### src/rtl/nes_pkg.sv
// Shared constants, palette reset values and fetch-state encoding for the NES tile painter.
package nes_pkg;

  localparam logic [9:0] H_TOTAL = 10'd800;
  localparam logic [9:0] V_TOTAL = 10'd525;
  localparam logic [9:0] H_VIS   = 10'd640;
  localparam logic [9:0] V_VIS   = 10'd480;
  localparam logic [9:0] REGION  = 10'd256;

  // Colour shown outside the visible area.
  localparam logic [5:0] BLANK_COLOR = 6'h0F;

  localparam logic [5:0] PAL_RST0 = 6'h0F;
  localparam logic [5:0] PAL_RST1 = 6'h00;
  localparam logic [5:0] PAL_RST2 = 6'h10;
  localparam logic [5:0] PAL_RST3 = 6'h30;

  typedef enum logic [1:0] {
    IDLE,
    FETCH_LO,
    FETCH_HI
  } fetch_state_t;

  function automatic logic [5:0] pal_reset(input logic [1:0] idx);
    case (idx)
      2'd0:    return PAL_RST0;
      2'd1:    return PAL_RST1;
      2'd2:    return PAL_RST2;
      default: return PAL_RST3;
    endcase
  endfunction

  // Pattern ROM address: {tile, plane, row}.
  function automatic logic [11:0] pat_addr(input logic [7:0] tile, input logic plane,
                                           input logic [2:0] row);
    return {tile, plane, row};
  endfunction

endpackage

### src/rtl/nes_pat_fetch.sv
// Pattern fetcher: reads both bit planes of the next tile during phases 13..15
// and swaps them into the current plane registers at the edge ending phase 15.
module nes_pat_fetch
  import nes_pkg::*;
(
  input  logic        clk,
  input  logic        rst,
  input  logic [9:0]  pxl_x,
  input  logic [9:0]  pxl_y,
  input  logic [7:0]  rom_data,
  output logic [11:0] rom_addr,
  output logic [7:0]  cur0,
  output logic [7:0]  cur1
);

  localparam logic [9:0] LAST_TILE_X = 10'd237;
  localparam logic [9:0] LINE_X      = H_TOTAL - 10'd3;

  fetch_state_t state;
  logic [7:0]   pend0;
  logic         tgt_ok;
  logic [9:0]   tgt_y;
  logic [3:0]   tgt_col;

  // Decide whether this cycle starts a fetch and which tile it targets.
  always_comb begin
    tgt_ok  = 1'b0;
    tgt_y   = pxl_y;
    tgt_col = '0;
    if (pxl_x[3:0] == 4'd13) begin
      if ((pxl_x <= LAST_TILE_X) && (pxl_y < REGION)) begin
        tgt_ok  = 1'b1;
        tgt_col = pxl_x[7:4] + 4'd1;
      end else if (pxl_x == LINE_X) begin
        tgt_y = (pxl_y == V_TOTAL - 10'd1) ? '0 : pxl_y + 10'd1;
        if (tgt_y < REGION) tgt_ok = 1'b1;
      end
    end
  end

  // Fetch FSM: plane 0 then plane 1, then commit both planes together.
  always_ff @(posedge clk) begin
    if (!rst) begin
      state    <= IDLE;
      rom_addr <= '0;
      pend0    <= '0;
      cur0     <= '0;
      cur1     <= '0;
    end else begin
      case (state)
        IDLE: begin
          if (tgt_ok) begin
            rom_addr <= pat_addr({tgt_y[7:4], tgt_col}, 1'b0, tgt_y[3:1]);
            state    <= FETCH_LO;
          end
        end
        FETCH_LO: begin
          pend0       <= rom_data;
          rom_addr[3] <= 1'b1;
          state       <= FETCH_HI;
        end
        FETCH_HI: begin
          cur0  <= pend0;
          cur1  <= rom_data;
          state <= IDLE;
        end
        default: state <= IDLE;
      endcase
    end
  end

endmodule

### src/rtl/nes_tile_painter.sv
// NES-style tile painter: 16x16 tiles in the top-left 256x256 pixels, each
// pattern pixel doubled, mapped through a 4-entry writable palette.
module nes_tile_painter
  import nes_pkg::*;
(
  input  logic        clk,
  input  logic        rst,
  input  logic [9:0]  pxl_x,
  input  logic [9:0]  pxl_y,
  output logic [11:0] rom_addr,
  input  logic [7:0]  rom_data,
  input  logic        pal_we,
  input  logic [1:0]  pal_wa,
  input  logic [5:0]  pal_wd,
  output logic [5:0]  color_idx,
  output logic        vis_o
);

  logic [7:0] cur0;
  logic [7:0] cur1;
  logic [5:0] pal [4];
  logic       vis;
  logic       in_region;
  logic [2:0] bit_sel;
  logic [1:0] pix;
  logic [5:0] color_next;

  nes_pat_fetch u_fetch (
    .clk      (clk),
    .rst      (rst),
    .pxl_x    (pxl_x),
    .pxl_y    (pxl_y),
    .rom_data (rom_data),
    .rom_addr (rom_addr),
    .cur0     (cur0),
    .cur1     (cur1)
  );

  // Select the pixel value and palette colour for the current coordinate.
  always_comb begin
    vis        = (pxl_x < H_VIS) && (pxl_y < V_VIS);
    in_region  = (pxl_x < REGION) && (pxl_y < REGION);
    bit_sel    = 3'd7 - pxl_x[3:1];
    pix        = {cur1[bit_sel], cur0[bit_sel]};
    color_next = pal[0];
    if (!vis) begin
      color_next = BLANK_COLOR;
    end else if (in_region) begin
      color_next = pal[pix];
    end
  end

  // Register the output colour and handle palette writes.
  always_ff @(posedge clk) begin
    if (!rst) begin
      for (int unsigned i = 0; i < 4; i++) pal[i] <= pal_reset(i[1:0]);
      color_idx <= BLANK_COLOR;
      vis_o     <= 1'b0;
    end else begin
      if (pal_we) pal[pal_wa] <= pal_wd;
      color_idx <= color_next;
      vis_o     <= vis;
    end
  end

endmodule
### config.mk
export PLATFORM = sky130hd
export DESIGN_NAME = nes_tile_painter
export DESIGN_NICKNAME = d
export VERILOG_FILES = /design/src/rtl/nes_pkg.sv /design/src/rtl/nes_pat_fetch.sv /design/src/rtl/nes_tile_painter.sv
export SDC_FILE = /design/constraint.sdc
export NUM_CORES = 1
export LEC_CHECK = 0
export ABC_CLOCK_PERIOD_IN_PS = 3090
export BUFFER_PORTS_ARGS = -buffer_cell sky130_fd_sc_hd__buf_2
export CAP_MARGIN = 20
export CORE_ASPECT_RATIO = 0.5
export CORE_MARGIN = 4
export CORE_UTILIZATION = 55
export DETAILED_ROUTE_END_ITERATION = 16
export PLACE_DENSITY_LB_ADDON = 0.2
export SLEW_MARGIN = 10
export SYNTH_ARGS = -nofsm -noshare
export SYNTH_HDL_FRONTEND = slang
export SYNTH_SLANG_ARGS = --single-unit
export TNS_END_PERCENT = 30
### constraint.sdc
create_clock -name clk -period 3.09 [get_ports clk]
set_input_delay 0.927 -clock clk [delete_from_list [all_inputs] [get_ports clk]]
set_output_delay 0.927 -clock clk [all_outputs]
set_load 0.05 [all_outputs]
; Yosys cells after proc, flatten, opt, wreduce, memory -nomap -nowiden
; Memory sizes are Yosys's and may differ from the RTL's.
; Cells that the tools add are included.
[totals]
word_cells = 64
n_memories = 1
ram_bits = 24
rom_bits = 0
in_bits = 39
reg_bits = 45
latch_bits = 0
[classes]
n_shift = 0
div = 0
add_sub_neg = 3
n_eq_ne = 6
multipliers = 0
n_reduce_logical = 9
n_bitwise = 0
muxes = 30
magnitude_cmp = 7
[mem_list]
columns = name, depth, width, rd, rd_ports_with_merged_regs, write_ports, line
row1 = pal, 4, 6, 2, 0, 4, nes_tile_painter.sv:21  ; logic [5:0] pal [4];
[op_table]
columns = op, count
row1 = $lt 10x9->1 const B, 4
row2 = $mux 6, 6
row3 = $mux 8, 3
row4 = $eq 10x10->1 const B, 2
row5 = $mux 4, 3
row6 = $mux 1, 11
row7 = $add 10x1->10 const B, 1
row8 = $le 10x8->1 const B, 1
row9 = $lt 10x10->1 const B, 1
row10 = $mux 10, 1
row11 = $bmux 1 s3, 2
row12 = $reduce_and 2->1, 3
row13 = $reduce_or 6->1, 1
row14 = $add 4x1->4 const B, 1
row15 = $eq 4x4->1 const B, 1
row16 = $lt 3x4->1 const B, 1
row17 = $mux 2, 2
row18 = $pmux 2 s2, 1
row19 = $logic_and 1x1->1, 3
row20 = $sub 3x3->3 const A, 1
row21 = $eq 2x1->1 const B, 1
row22 = $eq 2x2->1 const B, 1
row23 = $logic_not 2->1, 1
row24 = $ne 2x1->1 const B, 1
row25 = 2 further kinds, 2

; Depth between registers and ports, before layout
; Gate-level depths: netlist (run 1).
[depth]
word_depth = 9
depth_mapped = 8
ltp_nobuf = 7

; Hierarchy
; A second synthesis (run 1) with hierarchy kept.
[hier_totals]
cells_unflattened = 328
area_unflattened_um2 = 3243.1
[modules_own_cells]
columns = mod, cells_per_inst, area_per_inst_um2, seq_area_each_um2, instances
row1 = nes_pat_fetch, 220, 1786.7, 760.7, 1
row2 = nes_tile_painter, 108, 1456.4, 860.8, 1

; Worst setup path before layout (run 1)
; Ideal clock, no wire load.
[synth_path]
path_type = input -> register
start = input port pxl_x[2]
end = register color_idx[3]
t_arrival_ns = 2.505
setup_slack_ns = 0.465
required_ns = 2.970
path_stages = 5
path_buffers = 1
path_cell_list = buf_2 > mux4_2 > mux2i_4 > mux2_2 > a211o_1
[synth_via]
elab_chain_cells = 5
elab_cells_between_ends = 12
cone_classes = add/sub: 1 / order compare: 2 / mux: 5 / reduce/logical: 3 / memory: 1
[synth_rtl]
columns = element, line
row1 = from (decl), nes_tile_painter.sv:8  ; input logic [9:0] pxl_x,
row2 = $sub 3x3->3, nes_tile_painter.sv:43  ; bit_sel = 3'd7 - pxl_x[3:1];
row3 = $bmux 1 s3, nes_tile_painter.sv:44  ; pix = {cur1[bit_sel], cur0[bit_sel]};
row4 = $mux 1 (implied by the code), nes_tile_painter.sv:44
row5 = $mem_v2 4x6, --
row6 = $mux 6, nes_tile_painter.sv:48  ; end else if (in_region) begin
row7 = to (signal assigned), nes_tile_painter.sv:61  ; color_idx <= color_next;
row8 = to (decl), nes_tile_painter.sv:15  ; output logic [5:0] color_idx,
; Parallel ways exist; a longest one is shown, timed or not. The select of a mux whose other input is x is not followed.
; A chain may end at the register's enable or synchronous reset.

; Worst setup path after layout (run 1)
[layout_path]
start = input port pxl_x[8]
end = register u_fetch.rom_addr[10]
[layout_via]
elab_chain_cells = 5
elab_cells_between_ends = 10
cone_classes = order compare: 1 / eq/ne: 1 / mux: 6 / reduce/logical: 2
[layout_rtl]
columns = element, line
row1 = $le 10x8->1 or $eq 10x10->1 (tied branches), "nes_pat_fetch.sv:31, nes_pat_fetch.sv:34"
row2 = $logic_and 1x1->1 or $mux 1 (tied branches), "nes_pat_fetch.sv:31, nes_pat_fetch.sv:34"
row3 = $mux 1, nes_pat_fetch.sv:31  ; if ((pxl_x <= LAST_TILE_X) && (pxl_y < REGION)) begin
row4 = $mux 1, nes_pat_fetch.sv:30  ; if (pxl_x[3:0] == 4'd13) begin
row5 = $reduce_and 2->1 (no line), --
row6 = to (signal assigned), nes_pat_fetch.sv:53  ; rom_addr <= pat_addr({tgt_y[7:4], tgt_col}, 1'b0, tgt_y[3:1]);
row7 = to (decl), nes_pat_fetch.sv:11  ; output logic [11:0] rom_addr,
; Parallel ways exist; a longest one is shown, timed or not.

==> results of run 1 <==
[cell type report]
type                    count  area [um^2]
clock buffers              13        240.2
fillers                   441         1714
clock inverters             3        38.79
flip-flops and latches     69         1622
multi-input cells         238         1498
well taps                  73        91.34
inverters                  10        37.54
repair buffers             65        345.3
[per-layer routing]
layer  wire length, um  global-route usage  part of all wire  vias up
met3               444             0.09699             0.061        6
met4                47             0.05499            0.0064        0
met2              3809              0.3625              0.52       50
met1              3015              0.2542              0.41     1251
li1                  -                   -                 -     1301
met5                 0                   0                 0        -
[path summary, 6_finish.rpt]
check,endpoint,depth (start not counted),slack [ps],startpoint
worst min register to register,u_fetch.rom_addr[4],2,450,u_fetch.rom_addr[4]
worst max register to register,color_idx[3],4,1160,u_fetch.cur0[0]
worst min-delay path,u_fetch.rom_addr[4],2,450,u_fetch.rom_addr[4]
worst max-delay path,u_fetch.rom_addr[10],5,600,pxl_x[8]
[stage by stage]
step           utilization  cell area [um^2]
4_1_cts             0.6932              3872
5_1_grt             0.6932              3872
3_5_place_dp        0.6432              3593
3_3_place_gp        0.6432              3593
6_report            0.6932              3872
2_1_floorplan            -              3222
[cells in the final DEF, fill, tap and decap left out, types with 6 or more instances in the layout]
master and n:
edfxtp_1 24, nand4_1 6, nor2_1 9, o21ai_0 9, inv_1 10, buf_2 57, a21oi_1 27, nand3_1 6
and2_1 13, mux2i_1 7, nand2b_1 10, and3_1 9, dfxtp_1 45, nand2_1 73, buf_4 8, clkbuf_16 9
[worst max-delay path: stages]
cell and delay [ps]:
buf_2 120, or4_1 630, nor2_1 510, o31a_1 360
o22ai_1 140
[sequential cells by signal, summed over array words and instances, names as in the netlist]
signal,cells
pal,24
u_fetch.rom_addr,12
u_fetch.cur0,8
u_fetch.cur1,8
u_fetch.pend0,8
color_idx,6
u_fetch.state,2
vis_o,1
[power breakdown]
group / total, mW / leakage (nW) / internal, mW / switching [mW]
Clock: 0.971 / 0.135 / 0.621 / 0.350
Combinational: 0.142 / 0.798 / 0.0535 / 0.0885
Sequential: 0.977 / 0.598 / 0.969 / 0.00791
[logic make-up (layout without fill, tap and decap cells)]
group | after synthesis | in the layout | share of synthesized area
simple gates | 151 | 151 | 0.2377
flops | 69 | 69 | 0.5033
compound gates | 61 | 61 | 0.1235
buf+inv | 26 | 91 | 0.03185
mux | 16 | 16 | 0.07068
fa+ha+maj | 5 | 5 | 0.01942
xor+xnor | 5 | 5 | 0.01359
==> flow_summary_export.csv, run 1 <==
group,metric,value,unit
status,status,"finished clean",
pwr,power.density,539.7,nW/um^2
setup_path,startpoint_type,"input pin",
job,maxCapViolations,0,
finish,syn_to_final_growth,20.19,%
synthesis,yosysMostFrequentCell,"nand2_1",
detailed_routing,drc,0,
setup_path,cp_max_fo,8,
global_routing,grt_pass1_wl,12050,um
pwr,power,2.090,mW
clock_network,post_cts_buffers,0,
synthesis,synth_top_area_share,0.2796,
synthesis,synth.area.top_cells,"dfxtp_1 28%, edfxtp_1 22%, nand2_1 8.5%",
finish,layout-drive-gt1-share,0.2387,
synthesis,synthArstFlopShare,0,
synthesis,synth_fp_nets,377,
detailed_routing,drtAntennaViolNets,0,
synthesis,yosysWarningCount,0,
clock_network,cts_root_buf,"clkbuf_16",
global_routing,grt-ovfl-total,0,
timing,skew,6.093,ps
detailed_routing,drtIter0Drc,212,
floorplanning,io_pins,58,
clock_network,worstSkewPairLatency,330,ps
synthesis,seq_area_frac_synth,0.5033,
synthesis,yosys.area.top_type,"dfxtp_1",
clock_network,cts_sinks,69,
timing,fmax,401.7,MHz
hold_path,hold_class,"flip-flop to flip-flop",
synthesis,synth-seq-cells,69,
detailed_routing,wl_per_cell,15.53,um
synthesis,netlist_instances,333,
floorplanning,core_region_area,5587,um^2
synthesis,synth_area,3222,um^2
timing,relSlewSlack,0.3863,
detailed_routing,dr.pass1.iters,4,
setup_path,critical_path_class,"input pin to flip-flop",
detailed_routing,num_vias,2608,
pwr,vdd_drop_max,0.0004811,V
timing,report.final.slew_viol_count,0,
timing,rsz0062_at_grt,"false",
floorplanning,dieArea,7221,um^2
timing,tightest_slew,918.6,ps
synthesis,synth_common_cells,"73 x nand2_1, 45 x dfxtp_1, 27 x a21oi_1, 24 x edfxtp_1, 13 x and2_1",
clock_network,cts_tree,"built",
setup_path,arrival,2690,ps
floorplanning,rows,19,
clock_network,numCtsBuffers,9,
place,pre_cts_ws,316.5,ps
timing,setup_tns,0,ps
pwr,power_leakage,1.531,nW
floorplanning,die_h,62.12,um
setup_path,end_kind,"flip-flop",
global_routing,grt_pass1_vias,2569,
synthesis,synth-main-ff-cell,"dfxtp_1",
timing,hold_slack,454.2,ps
timing,fin_crit_sh,0.8056,
place,dpl.hpwl,5512,um
global_routing,grt_usage,0.2169,
finish,nets,437,
synthesis,synth_edf_count,24,
clock_network,clockBufferDepth,2,
synthesis,synth_area_per_cell,9.675,um^2
detailed_routing,vias_per_cell,5.537,
clock_network,ctsHoldBuffers,0,
clock_network,clk_pin_slew,50,ps
floorplanning,die_x,116.2,um
place,routabilityCongestion,0.8809,
global_routing,grt_max_degree,27,
place,io_buffers,57,
finish,stdcell_count,471,
clock_network,htreeDepth,3,
setup_path,required,3290,ps
detailed_routing,postRouteWirelength,7316,um
timing,fin_ws,600.6,ps
timing,fin_crit,2489,ps
global_routing,antenna_found_initial,0,
timing,hold_viol_final,0,
clock_network,postCtsResizedCells,0,
floorplanning,initial_utilization,0.5767,
timing,finalSetupViolations,0,
synthesis,ys_types,49,
finish,antenna_cells,0,
place,place_inst,455,
(Power assumes the default switching activity.)
==> inputs of run 2 (changes only) <==
Settings changed: ABC_AREA from default to 1, ABC_CLOCK_PERIOD_IN_PS 3090 to 2000, CORE_UTILIZATION 55 to 50.
Clock period 3.09 ns to 2 ns, I/O delays scaled along.
==> run 2 against run 1 <==
Register-to-register slack worse by 630 ps; synthesized cell count up 38%; clock power grew 64%; core utilization fell by 2.9 points; die area rose by 15%; first-iteration DRC count rose by 34%; flip-flop and latch count unchanged.
==> flow_summary_export.csv, run 2 <==
group,metric,value,unit
detailed_routing,wl_per_cell,12.76,um
global_routing,grt_usage,0.2066,
detailed_routing,drtIter0Drc,285,
pwr,power,3.426,mW
synthesis,synth.area.top_cells,"dfxtp_1 26%, edfxtp_1 21%, nor2_1 11%",
clock_network,ctsHoldBuffers,0,
place,routabilityCongestion,0.8618,
synthesis,netlist_instances,460,
synthesis,yosysWarningCount,0,
setup_path,startpoint_type,"input pin",
floorplanning,rows,20,
setup_path,required,2220,ps
finish,layout-drive-gt1-share,0.2200,
synthesis,yosysMostFrequentCell,"nor2_1",
timing,fin_crit,1726,ps
timing,hold_slack,464.4,ps
finish,largest_register_ffs,24,
detailed_routing,postRouteWirelength,8027,um
setup_path,reg2reg_from,"u_fetch.cur0[1]",
synthesis,yosys.area.top_type,"dfxtp_1",
timing,setup_tns,0,ps
finish,syn_to_final_growth,23.18,%
synthesis,synth-main-ff-cell,"dfxtp_1",
timing,skew,5.384,ps
detailed_routing,drtAntennaViolNets,0,
hold_path,whs_path_depth,2,
global_routing,grt_max_degree,24,
finish,antenna_cells,0,
detailed_routing,drc,0,
detailed_routing,num_vias,3118,
clock_network,postCtsResizedCells,0,
clock_network,htreeDepth,3,
synthesis,synth_top_area_share,0.2640,
hold_path,hold_class,"flip-flop to flip-flop",
synthesis,synth_area,3412,um^2
floorplanning,core_region_area,6331,um^2
timing,fin_crit_sh,0.8629,
global_routing,grt_pass1_wl,13510,um
finish,layout_common_cells,"102 x nor2_1, 100 x nand2_1, 57 x buf_2, 45 x dfxtp_1, 42 x inv_1",
timing,tightest_slew,482.2,ps
synthesis,synthArstFlopShare,0,
job,maxCapViolations,0,
clock_network,cts_root_buf,"clkbuf_16",
hold_path,holdPathEnd,"color_idx[0]",
pwr,vdd_drop_max,0.0005662,V
clock_network,numCtsBuffers,9,
detailed_routing,vias_per_cell,4.957,
clock_network,clockBufferDepth,2,
synthesis,synth_common_cells,"102 x nor2_1, 100 x nand2_1, 45 x dfxtp_1, 42 x inv_1, 39 x nand3_1",
floorplanning,die_h,66.42,um
clock_network,cts_tree,"built",
status,status,"finished clean",
clock_network,clk_pin_slew,50,ps
setup_path,cp_max_fo,13,
synthesis,synth_fp_nets,504,
hold_path,min_from,"pal[0][0]",
place,io_buffers,57,
synthesis,synth_area_per_cell,7.417,um^2
setup_path,end_kind,"flip-flop",
synthesis,synth_edf_count,24,
timing,hold_viol_final,0,
synthesis,ys_types,32,
finish,reg_top3,"pal x24, u_fetch.rom_addr x12",
place,pre_cts_ws,-38.87,ps
timing,finalSetupViolations,0,
timing,report.final.slew_viol_count,0,
global_routing,grt_pass1_vias,2937,
floorplanning,io_pins,58,
setup_path,r2r_end,"color_idx[5]",
floorplanning,dieArea,8290,um^2
timing,relSlewSlack,0.6782,
timing,fmax,579.4,MHz
floorplanning,die_x,124.8,um
setup_path,arrival,1950,ps
detailed_routing,dr.pass1.iters,5,
finish,largest_register,"pal",
clock_network,worstSkewPairLatency,330,ps
global_routing,antenna_found_initial,0,
timing,rsz0062_at_grt,"false",
setup_path,critical_path_class,"input pin to flip-flop",
pwr,power_leakage,2.022,nW
timing,fin_ws,274.2,ps
finish,nets,580,
place,dpl.hpwl,5963,um
clock_network,post_cts_buffers,0,
clock_network,cts_sinks,69,
synthesis,seq_area_frac_synth,0.4752,
pwr,power.density,815.2,nW/um^2
setup_path,reg2regPathDepth,10,
setup_path,r2r_slack,530,ps
finish,final_common_cell,"nor2_1",
synthesis,synth-seq-cells,69,
global_routing,grt-ovfl-total,0,
floorplanning,initial_utilization,0.5389,
## run 2: cell types whose count changed after synthesis, sizes merged, moves of 6 or more
| cell | before | now |
|---|---|---|
| inv | 10 | 51 |
| clkbuf | 12 | 6 |
| nand2b | 10 | 0 |
| a21oi | 27 | 9 |
| nor2 | 9 | 108 |
| and2 | 13 | 0 |
| o21ai | 9 | 35 |
| mux2i | 8 | 0 |
| nand3 | 6 | 43 |
| nand2 | 73 | 106 |
| and3 | 9 | 1 |
| nor3b | 6 | 0 |
## run 2: area by class of cell
cell class,instances,area (um^2)
multi-input combinational,328,1548
tap,88,110.1
inverter,53,200.2
sequential,69,1622
clock inverter,4,46.29
timing repair buffer,75,420.4
fill,576,2128
clock buffer,12,256.5
## run 2: critical path, stage by stage
cell and delay, ps:
buf_2 110, inv_1 70, ha_1 160, nand3_1 70, o21bai_1 160, nand3_2 110
a21oi_2 180, nand2_4 100, nand2_4 160, inv_2 80, nor2_1 100, nor2_1 50
## run 2: metrics by stage
step / instances / instance area [um^2] / utilization
5_1_grt: 629 / 4203 / 0.6638
3_5_place_dp: 613 / 3900 / 0.6160
4_1_cts: 629 / 4203 / 0.6638
2_1_floorplan: 460 / 3412 / -
6_report: 629 / 4203 / 0.6638
3_3_place_gp: 613 / 3900 / 0.6160
## run 2: routing by layer
metal | part of all wire | wire length, um | GRT usage | up-vias
met1 | 0.49 | 3929 | 0.2721 | 1412
li1 | - | - | - | 1621
met2 | 0.44 | 3536 | 0.3300 | 76
met3 | 0.062 | 500 | 0.06210 | 9
met5 | 0 | 0 | 0 | -
met4 | 0.0076 | 61 | 0.06486 | 0
## run 2: how the worst max path moves through the flow
stage / depth (start not counted) / from / to
final: 12 / pxl_x[4] / u_fetch.rom_addr[6]
after global routing: 13 / pxl_y[0] / u_fetch.rom_addr[7]
after global placement: 12 / pxl_x[4] / u_fetch.rom_addr[0]
after floorplan: 12 / pxl_x[5] / u_fetch.rom_addr[11]
after detailed placement: 12 / pxl_x[4] / u_fetch.rom_addr[0]
after CTS: 12 / pxl_x[4] / u_fetch.rom_addr[6]
## run 2: cell families after synthesis
group / synth area share
flops: 0.4752
fa+ha+maj: 0.01834
compound gates: 0.07004
xor+xnor: 0.007702
buf+inv: 0.07297
simple gates: 0.3557
## run 2: where the power goes
| part | leakage [nW] | total [mW] | switching, mW | internal (mW) |
|---|---|---|---|---|
| registers | 0.598 | 1.51 | 0.0108 | 1.50 |
| clock network | 0.146 | 1.59 | 0.561 | 1.03 |
| logic | 1.28 | 0.330 | 0.216 | 0.115 |
